## src/rtl/alien_pkg.sv

```systemverilog
// Shared invader-grid geometry and fleet state encoding.
// Imported by alien_extent, alien_fleet_ctrl and the alien renderer.
package alien_pkg;

  localparam int ROWS      = 5;
  localparam int COLS      = 8;
  localparam int ALIEN_W   = 16;
  localparam int ALIEN_H   = 16;
  localparam int SPACING_X = 24;
  localparam int SPACING_Y = 20;
  localparam int N_ALIENS  = ROWS * COLS;

  localparam int RESTART_FRAMES = 120;

  typedef enum logic [1:0] {
    S_MARCH_R,
    S_MARCH_L,
    S_CLEARED,
    S_LANDED
  } fleet_state_t;

endpackage

```

## src/rtl/alien_extent.sv

```systemverilog
// Live-fleet extents: leftmost/rightmost occupied column and lowest
// occupied row, all derived combinationally from the alive mask.
module alien_extent
  import alien_pkg::*;
(
  input  logic [N_ALIENS-1:0] alive_i,
  output logic [2:0]          left_col_o,
  output logic [2:0]          right_col_o,
  output logic [2:0]          bot_row_o
);

  logic [COLS-1:0] col_any;
  logic [ROWS-1:0] row_any;

  // Occupancy per column/row, then priority-encode each end.
  always_comb begin
    col_any     = '0;
    row_any     = '0;
    left_col_o  = '0;
    right_col_o = '0;
    bot_row_o   = '0;
    for (int r = 0; r < ROWS; r++) begin
      for (int c = 0; c < COLS; c++) begin
        if (alive_i[r*COLS+c]) begin
          col_any[c] = 1'b1;
          row_any[r] = 1'b1;
        end
      end
    end
    for (int c = COLS - 1; c >= 0; c--) begin
      if (col_any[c]) left_col_o = 3'(c);
    end
    for (int c = 0; c < COLS; c++) begin
      if (col_any[c]) right_col_o = 3'(c);
    end
    for (int r = 0; r < ROWS; r++) begin
      if (row_any[r]) bot_row_o = 3'(r);
    end
  end

endmodule

```

## src/rtl/alien_fleet_ctrl.sv

```systemverilog
// Fleet march/drop controller with alive mask and clear/land flags.
// Optional ALIEN_WAVE_RESTART_EN reloads a new wave after a clear.
module alien_fleet_ctrl
  import alien_pkg::*;
#(
  parameter int START_X      = 64,
  parameter int START_Y      = 48,
  parameter int STEP_X       = 2,
  parameter int STEP_Y       = 8,
  parameter int X_MIN        = 0,
  parameter int X_MAX        = 639,
  parameter int LAND_Y       = 440,
  parameter int MIN_PERIOD   = 2,
  parameter int PERIOD_SHIFT = 1
) (
  input  logic                Clk,
  input  logic                Reset,
  input  logic                frame_clk,
  input  logic                hit_valid,
  input  logic [2:0]          hit_row,
  input  logic [2:0]          hit_col,
  output logic [9:0]          fleet_x,
  output logic [9:0]          fleet_y,
  output logic [N_ALIENS-1:0] alive,
  output logic [5:0]          alive_count,
  output logic                anim_frame,
  output logic                fleet_dir,
  output logic                march_tick,
  output logic                fleet_cleared,
  output logic                fleet_landed
);

  localparam logic [5:0] FULL_CNT  = 6'(N_ALIENS);
  localparam logic [6:0] RESET_PER =
    7'(MIN_PERIOD + (N_ALIENS >> PERIOD_SHIFT));

  fleet_state_t          state_q, state_d;
  logic                  frame_q;
  logic [9:0]            x_q, x_d, y_q, y_d;
  logic [N_ALIENS-1:0]   alive_q, alive_d;
  logic [5:0]            count_q, count_d;
  logic                  anim_q, anim_d;
  logic                  dir_q, dir_d;
  logic                  tick_q, tick_d;
  logic                  clr_q, clr_d;
  logic                  land_q, land_d;
  logic [6:0]            cnt_q, cnt_d;
  logic [6:0]            per_q, per_d;

  logic                  frame_tick;
  logic [5:0]            hit_idx;
  logic                  hit_ok;
  logic                  at_period;
  logic [2:0]            left_col, right_col, bot_row;
  logic [11:0]           right_px;
  logic signed [11:0]    left_px;
  logic [9:0]            y_drop;
  logic [11:0]           bot_px;
  logic                  drop;
  logic                  landing;

  alien_extent u_extent (
    .alive_i     (alive_q),
    .left_col_o  (left_col),
    .right_col_o (right_col),
    .bot_row_o   (bot_row)
  );

  assign frame_tick = frame_clk & ~frame_q;
  assign hit_idx    = 6'(hit_row) * 6'(COLS) + 6'(hit_col);
  assign hit_ok     = hit_valid && (hit_row < 3'(ROWS))
                    && alive_q[hit_idx];
  assign at_period  = (cnt_q == per_q - 7'd1);

  // Edge tests use the pre-hit mask; left test is signed so x-2 < 0 holds.
  assign right_px = {2'b00, x_q}
                  + 12'(right_col) * 12'(SPACING_X)
                  + 12'(ALIEN_W - 1 + STEP_X);
  assign left_px  = $signed({2'b00, x_q}
                  + 12'(left_col) * 12'(SPACING_X)
                  - 12'(STEP_X));
  assign y_drop   = y_q + 10'(STEP_Y);
  assign bot_px   = {2'b00, y_drop}
                  + 12'(bot_row) * 12'(SPACING_Y)
                  + 12'(ALIEN_H - 1);
  assign landing  = (bot_px >= 12'(LAND_Y));
  assign drop     = (state_q == S_MARCH_L)
                  ? (left_px < $signed(12'(X_MIN)))
                  : (right_px > 12'(X_MAX));

  // Next-state: hits, march steps, drops, clear and land transitions.
  always_comb begin
    state_d = state_q;
    x_d     = x_q;
    y_d     = y_q;
    alive_d = alive_q;
    count_d = count_q;
    anim_d  = anim_q;
    dir_d   = dir_q;
    tick_d  = 1'b0;
    clr_d   = clr_q;
    land_d  = land_q;
    cnt_d   = cnt_q;
    per_d   = per_q;
    unique case (state_q)
      S_MARCH_R, S_MARCH_L: begin
        if (count_q == '0) begin
          state_d = S_CLEARED;
          clr_d   = 1'b1;
          cnt_d   = '0;
        end else begin
          if (hit_ok) begin
            alive_d[hit_idx] = 1'b0;
            count_d          = count_q - 6'd1;
          end
          if (frame_tick && at_period) begin
            cnt_d  = '0;
            per_d  = 7'(MIN_PERIOD)
                   + 7'(count_q >> PERIOD_SHIFT);
            anim_d = ~anim_q;
            tick_d = 1'b1;
            if (!drop) begin
              x_d = (state_q == S_MARCH_L)
                  ? x_q - 10'(STEP_X)
                  : x_q + 10'(STEP_X);
            end else begin
              y_d     = y_drop;
              dir_d   = (state_q == S_MARCH_R);
              state_d = (state_q == S_MARCH_R)
                      ? S_MARCH_L : S_MARCH_R;
              if (landing) begin
                state_d = S_LANDED;
                land_d  = 1'b1;
              end
            end
          end else if (frame_tick) begin
            cnt_d = cnt_q + 7'd1;
          end
        end
      end
      S_CLEARED: begin
`ifdef ALIEN_WAVE_RESTART_EN
        if (frame_tick) begin
          if (cnt_q == 7'(RESTART_FRAMES - 1)) begin
            state_d = S_MARCH_R;
            x_d     = 10'(START_X);
            y_d     = 10'(START_Y);
            alive_d = '1;
            count_d = FULL_CNT;
            anim_d  = 1'b0;
            dir_d   = 1'b0;
            clr_d   = 1'b0;
            cnt_d   = '0;
            per_d   = RESET_PER;
          end else begin
            cnt_d = cnt_q + 7'd1;
          end
        end
`endif
      end
      S_LANDED: begin
      end
      default: state_d = S_MARCH_R;
    endcase
  end

  // State and datapath registers; Reset overrides everything.
  always_ff @(posedge Clk) begin
    if (Reset) begin
      state_q <= S_MARCH_R;
      frame_q <= 1'b0;
      x_q     <= 10'(START_X);
      y_q     <= 10'(START_Y);
      alive_q <= '1;
      count_q <= FULL_CNT;
      anim_q  <= 1'b0;
      dir_q   <= 1'b0;
      tick_q  <= 1'b0;
      clr_q   <= 1'b0;
      land_q  <= 1'b0;
      cnt_q   <= '0;
      per_q   <= RESET_PER;
    end else begin
      state_q <= state_d;
      frame_q <= frame_clk;
      x_q     <= x_d;
      y_q     <= y_d;
      alive_q <= alive_d;
      count_q <= count_d;
      anim_q  <= anim_d;
      dir_q   <= dir_d;
      tick_q  <= tick_d;
      clr_q   <= clr_d;
      land_q  <= land_d;
      cnt_q   <= cnt_d;
      per_q   <= per_d;
    end
  end

  assign fleet_x       = x_q;
  assign fleet_y       = y_q;
  assign alive         = alive_q;
  assign alive_count   = count_q;
  assign anim_frame    = anim_q;
  assign fleet_dir     = dir_q;
  assign march_tick    = tick_q;
  assign fleet_cleared = clr_q;
  assign fleet_landed  = land_q;

endmodule

```

## config.mk

```make
export PLATFORM = sky130hd
export DESIGN_NAME = alien_fleet_ctrl
export DESIGN_NICKNAME = d
export VERILOG_FILES = /design/src/rtl/alien_pkg.sv /design/src/rtl/alien_extent.sv /design/src/rtl/alien_fleet_ctrl.sv
export SDC_FILE = /design/constraint.sdc
export NUM_CORES = 1
export LEC_CHECK = 0
export CORE_ASPECT_RATIO = 0.8
export CORE_MARGIN = 10
export CORE_UTILIZATION = 59
export DETAILED_ROUTE_END_ITERATION = 12
export PLACE_DENSITY_LB_ADDON = 0.3
export SETUP_SLACK_MARGIN = 0.02
export SLEW_MARGIN = 0
export SYNTH_ARGS = -nofsm -noshare
export SYNTH_HDL_FRONTEND = slang
export SYNTH_SLANG_ARGS = --single-unit
```

## constraint.sdc

```tcl
create_clock -name Clk -period 13.24 [get_ports Clk]
set_input_delay 2.648 -clock Clk [delete_from_list [all_inputs] [get_ports Clk]]
set_output_delay 2.648 -clock Clk [all_outputs]
set_load 0.03 [all_outputs]
```

==> results of run 1 <==
==> Yosys cell counts (all sizes together) (7+ instances only) <==
cell	number	area (um^2)
nand2	81	304
xnor2	29	254
nor2b	7	43.8
nor4	8	50.1
a21o	7	52.6
dfxtp	83	1660
a21oi	27	139
clkbuf	9	33.8
mux2i	11	110
ha	48	601
o21ai	51	255
buf	11	77.6
mux2	9	101
nand3	22	110
nor2	61	229
xor2	12	105
nor3	14	75.1
or4	11	86.3
inv	54	203
==> cells by family after synthesis <==
family	count (synthesis)	synth area share, %
and+or+nand+nor	250	23.2
AOI/OAI and AO/OA	128	14.9
DFF	83	30.6
buffers and inverters	76	6.15
adders and majority gates	53	12.9
xor gates and xnor gates	41	6.61
muxes	24	5.55
other	1	0.0690
==> metal layers <==
layer | GRT usage, % | wire (um) | vias to the layer above
met2 | 36.7 | 7130 | 240
met3 | 7.26 | 1580 | 23
met4 | 5.36 | 203 | 0
met1 | 29.7 | 6730 | 2392
met5 | 1.10 | 0 | -
li1 | - | - | 2432
==> cell type report <==
type / count / area (um^2) / area share, %
clock buffers: 11 / 243 / 3.69
inverters: 54 / 203 / 3.08
flip-flops and latches: 83 / 1660 / 25.3
repair buffers: 79 / 783 / 11.9
multi-input cells: 501 / 3450 / 52.5
well taps: 115 / 144 / 2.19
clock inverters: 5 / 85.1 / 1.29
==> power groups by stage <==
stage,registers (mW),logic [mW],clock network (mW)
floorplan,0.267,0.0283,0
global placement,0.263,0.0460,0
detailed placement,0.263,0.0472,0
CTS,0.258,0.0476,0.277
global route,0.258,0.0520,0.286
finish,0.258,0.0479,0.276
==> through the flow <==
| step | area [um^2] | instances |
|---|---|---|
| after floorplan | 5450 | 660 |
| after global placement | 6240 | 832 |
| after detailed placement | 6240 | 832 |
| after CTS | 6570 | 848 |
| after global routing | 6570 | 848 |
| final | 6570 | 848 |
==> critical path: stages <==
cell and delay (ns):
clkdlybuf4s50_1 0.99, nor2b_1 0.39, a221oi_1 0.14, o221a_2 0.34
nor4b_1 0.70, nor3_2 0.23, or3_1 0.36, a21oi_1 0.17
==> final timing paths <==
check	slack [ns]	cells past startpoint	start	end
hold / removal	0.46	2	fleet_landed	fleet_landed
setup reg to reg	8.17	18	alive[21]	fleet_x[9]
hold reg to reg	0.46	2	fleet_landed	fleet_landed
setup / recovery	7.53	8	hit_col[2]	alive_count[2]
==> flip-flops by register name, summed over array words and instances (netlist names) <==
signal         count
alive             40
fleet_x            9
cnt_q              7
fleet_y            7
alive_count        6
per_q              6
state_q            2
anim_frame         1
fleet_cleared      1
fleet_dir          1
fleet_landed       1
frame_q            1
march_tick         1
==> results.py, run 1 <==
metrics = {
    "sta": {
        "final.setup.tns_ns": 0,
        "setup_violations": 0,
        "min_period_ns": 5.71,
        "fin_ws_ns": 7.53,
        "hold_ws_ns": 0.456,
        "rsz0062_at_grt": "no",
        "slew_headroom_pct": 36.7,
        "slew_viol_final": 0,
        "skew_ns": 0.0151,
        "finalCritPeriodShare_pct": 43.1,
        "fmax_mhz": 175,
        "hold_viol": 0,
        "worst_pin_slew_ns": 0.946,
    },
    "clocking": {
        "cts_hold_buf": 0,
        "cts_htree_levels": 3,
        "cts_tree": "built",
        "clk_latency_ns": 0.34,
        "clkSlewWorstSetupHoldPaths_ns": 0.07,
        "postCtsSetupRepairBufs": 0,
        "cts.sinks": 83,
        "root_buffer": "clkbuf_16",
        "cts-resized-gates": 0,
        "cts_buffer_depth": 2,
        "cts-buffers-inserted": 9,
    },
    "finish": {
        "utilization_pct": 73.0,
        "nFillCells": 707,
        "final_cell_mix": "83 x dfxtp_1, 81 x nand2_1, 76 x clkdlybuf4s50_1",
        "syn_to_final_growth_pct": 21.0,
        "drive_gt1_share_pct": 7.23,
        "nets": 791,
        "antenna_cells": 0,
        "final_common_cell": "dfxtp_1",
    },
    "global_routing": {
        "grt_max_degree": 44,
        "antenna_found_initial": 0,
        "grt_pass1_vias": 5105,
        "grt_pass1_wl_mm": 26.0,
        "globalRouteOverflowTotal": 0,
        "grt_usage_pct": 23.1,
    },
    "detailed_routing": {
        "post_drt_via_cell_ratio": 6.00,
        "drc": 0,
        "drtIter0Drc": 508,
        "routed_wirelength_mm": 15.6,
        "wl_per_cell_um": 18.4,
        "drt_first_pass_iters": 6,
        "vias": 5087,
        "ant_nets": 0,
    },
    "power": {
        "p_leak_nw": 2.68,
        "p_int_mw": 0.442,
        "power_mw": 0.582,
        "ir_drop_uv": 75.4,
        "p_per_area_nw_per_um2": 88.5,
        "switching_power_mw": 0.139,
        "clkPwrFrac_pct": 47.5,
        "seqPwrFrac_pct": 44.3,
        "switching_share_pct": 24.0,
        "combinationalPowerShare_pct": 8.2,
    },
    "critical_path": {
        "path_max_fanout": 20,
        "worstSetupEndpointType": "register",
        "crit_required_ns": 13.50,
        "cp.arrival_ns": 5.97,
        "start_kind": "primary input",
        "path_class": "primary input to register",
    },
    "die": {
        "fp.dieW_um": 127,
        "start_util_pct": 60.4,
        "die_y_um": 106,
        "core_um2": 9000,
        "rows": 31,
        "io_pins": 81,
        "die-area_um2": 13500,
    },
    "synthesis": {
        "synth_area_per_cell_um2": 8.28,
        "seq_area_frac_synth_pct": 30.6,
        "synthCells": 656,
        "synth_seq_cells": 83,
        "ys.flop_type": "dfxtp_1",
        "syn_area_um2": 5430,
        "synth-edff-count": 0,
        "async_flop_share_pct": 0,
        "synth_cell_type_count": 76,
        "synth_warnings": 0,
    },
    "status": {
        "status": "finished, final reports clean",
    },
    "place": {
        "hpwl_mm": 11.8,
        "place_ws_ns": 7.27,
        "portBuffers": 76,
        "gp_congestion": 0.958,
    },
    "flow_run": {
        "maxCapViolations": 0,
    },
    "worst_hold_path": {
        "min_path_type": "register to register",
    },
}
(Power assumes the default switching activity.)
==> run 2, diff against run 1 <==
--- a/config.mk
+++ b/config.mk
@@ -7,7 +7,7 @@
 export LEC_CHECK = 0
 export CORE_ASPECT_RATIO = 0.8
 export CORE_MARGIN = 10
-export CORE_UTILIZATION = 59
+export CORE_UTILIZATION = 50
 export DETAILED_ROUTE_END_ITERATION = 12
 export PLACE_DENSITY_LB_ADDON = 0.3
 export SETUP_SLACK_MARGIN = 0.02
==> constraint.sdc (replaced) <==
create_clock -name Clk -period 4.8 [get_ports Clk]
set_input_delay 0.96 -clock Clk [delete_from_list [all_inputs] [get_ports Clk]]
set_output_delay 0.96 -clock Clk [all_outputs]
set_load 0.03 [all_outputs]
==> run 2 against run 1 <==
Against the previous run:
- first-iteration DRC count is 3.3% lower
- highest routed layer unchanged
- global-route usage is 2.4 points lower
- utilization is 8.1 points lower
- critical path depth is 10 higher
- clock-buffer cell count is 1 lower
- clock skew is 0.0063 ns lower
- total power grew to 3.0 times the previous value
- die area is 15% higher
- non-clock buffer count is 12 higher
- sequential power grew to 2.8 times the previous value
==> results.py, run 2 (synthesized netlist as in run 1, its figures left out) <==
metrics = {
    "critical_path": {
        "cp.arrival_ns": 4.86,
        "r2r_cells": 18,
        "path_class": "register to register",
        "rr_startpoint": "alive[12]",
        "path_max_fanout": 7,
        "path_cells": "or4_4, nor2_4, o21ai_0, a21o_1, nand2_1, ha_1, inv_1, fa_1, inv_1, ha_1, inv_1, fa_1, o21ai_0, xor2_1, o311ai_4, nand3b_4, or3_1, a21oi_1",
        "critPathTopFamily": "adder cells",
        "crit_buf_inv": 3,
        "worst-r2r-setup-slack_ns": 0.22,
        "worstSetupEndpointType": "register",
        "r2r-end": "fleet_x[9]",
        "slowest_delay_ns": 0.58,
        "crit_path_top_delay_cell": "or4_4",
        "crit_top_cell": "inv_1",
        "crit_required_ns": 5.08,
        "start_kind": "register",
    },
    "flow_run": {
        "maxCapViolations": 0,
    },
    "sta": {
        "rsz0062_at_grt": "yes",
        "skew_ns": 0.00874,
        "hold_viol": 0,
        "setup_violations": 0,
        "worst_pin_slew_ns": 0.915,
        "min_period_ns": 4.58,
        "fmax_mhz": 218,
        "hold_ws_ns": 0.458,
        "slew_headroom_pct": 38.5,
        "slew_viol_final": 0,
        "finalCritPeriodShare_pct": 95.5,
    },
    "worst_hold_path": {
        "min_to": "fleet_landed",
        "min_path_type": "register to register",
        "holdPathStages": 2,
        "holdCritStartpoint": "fleet_landed",
    },
    "power": {
        "power_mw": 1.72,
        "p_int_mw": 1.33,
        "p_leak_nw": 2.76,
        "switching_share_pct": 22.8,
        "ir_drop_uv": 182,
        "switching_power_mw": 0.392,
        "p_per_area_nw_per_um2": 253,
        "combinationalPowerShare_pct": 8.0,
        "clkPwrFrac_pct": 50.7,
        "seqPwrFrac_pct": 41.4,
    },
    "place": {
        "portBuffers": 76,
        "hpwl_mm": 12.1,
        "gp_congestion": 0.977,
        "place_inst": 867,
        "place_area_um2": 6360,
    },
    "status": {
        "status": "finished, final reports clean",
    },
    "detailed_routing": {
        "drt_first_pass_iters": 5,
        "vias": 5127,
        "wl_per_cell_um": 18.3,
        "post_drt_via_cell_ratio": 5.79,
        "ant_nets": 0,
        "drtIter0Drc": 491,
        "drc": 0,
        "routed_wirelength_mm": 16.2,
    },
    "finish": {
        "drive_gt1_share_pct": 9.80,
        "utilization_pct": 65.0,
        "instances_no_fill": 885,
        "nets": 803,
        "largest_reg_flops": 40,
        "syn_to_final_growth_pct": 24.9,
        "antenna_cells": 0,
        "fin_area_um2": 6790,
        "final_common_cell": "dfxtp_1",
        "nFillCells": 875,
        "final_cell_mix": "83 x dfxtp_1, 81 x nand2_1, 76 x clkdlybuf4s50_1",
    },
    "die": {
        "io_pins": 81,
        "start_util_pct": 52.0,
        "rows": 33,
        "die_y_um": 113,
        "core_um2": 10400,
        "fp.dieW_um": 137,
        "die-area_um2": 15500,
    },
    "clocking": {
        "cts_tree": "built",
        "clk_latency_ns": 0.35,
        "cts_htree_levels": 3,
        "root_buffer": "clkbuf_16",
        "cts-buffers-inserted": 9,
        "clkSlewWorstSetupHoldPaths_ns": 0.06,
        "cts.sinks": 83,
        "cts_buffer_depth": 2,
    },
    "global_routing": {
        "grt_pass1_vias": 5012,
        "grt_max_degree": 32,
        "globalRouteOverflowTotal": 0,
        "antenna_found_initial": 0,
        "grt_pass1_wl_mm": 26.0,
        "grt_usage_pct": 20.7,
    },
}
run 2: per-layer routing:
| layer | part of all wire [%] | up-vias | GRT usage (%) | wire length, um |
|---|---|---|---|---|
| met1 | 42 | 2377 | 25.4 | 6790 |
| met4 | 2.9 | 0 | 7.09 | 462 |
| li1 | - | 2461 | - | - |
| met3 | 11 | 46 | 7.25 | 1710 |
| met2 | 45 | 243 | 32.8 | 7210 |
| met5 | 0 | - | 0 | 0 |
run 2: layout make-up:
| type | instances | area, um^2 | share of cell area, % |
|---|---|---|---|
| Sequential cell | 83 | 1660 | 24.5 |
| Clock buffer | 10 | 239 | 3.52 |
| Clock inverter | 6 | 136 | 2.01 |
| Multi-Input combinational cell | 501 | 3500 | 51.5 |
| Tap cell | 140 | 175 | 2.58 |
| Inverter | 54 | 203 | 2.99 |
| Timing Repair Buffer | 91 | 873 | 12.9 |
run 2: what timing repair did:
action                                  in CTS  in global routing
hold endpoints to repair                     0                  0
hold buffers                                 0                  0
endpoints found under the setup margin       8                 20
resized for setup                            1                  9
setup buffers                                0                  2
pin swaps                                    0                  0
run 2: power by group through the flow:
stage	logic [mW]	clock network, mW	registers, mW
after global routing	0.148	0.898	0.712
after global placement	0.133	0	0.726
after floorplan	0.0782	0	0.736
after CTS	0.136	0.870	0.710
after detailed placement	0.134	0	0.726
final	0.137	0.870	0.710
run 2: worst min-delay path, delay by kind of cell (launching register included):
kind                   cells  cell delay, ns
buffers and inverters      1            0.05
AOI/OAI and AO/OA          1            0.05
DFF                        1            0.31
run 2: per-stage QoR:
stage          setup slack (ns)  setup TNS (ns)
2_1_floorplan             0.239               0
3_3_place_gp              0.166               0
3_5_place_dp            -0.0378         -0.0378
4_1_cts                  0.0499               0
5_1_grt                  0.0191               0
6_report                  0.218               0
run 2: worst max-delay path by stage:
stage | startpoint | cells after the start | to | slack [ns]
finish | alive[12] | 18 | fleet_x[9] | 0.22
global placement | alive[12] | 17 | fleet_x[9] | 0.17
global route | alive[12] | 18 | fleet_x[9] | 0.02
CTS | alive[12] | 17 | fleet_x[9] | 0.05
floorplan | alive[13] | 17 | fleet_y[9] | 0.24
detailed placement | alive[13] | 17 | fleet_x[9] | -0.04
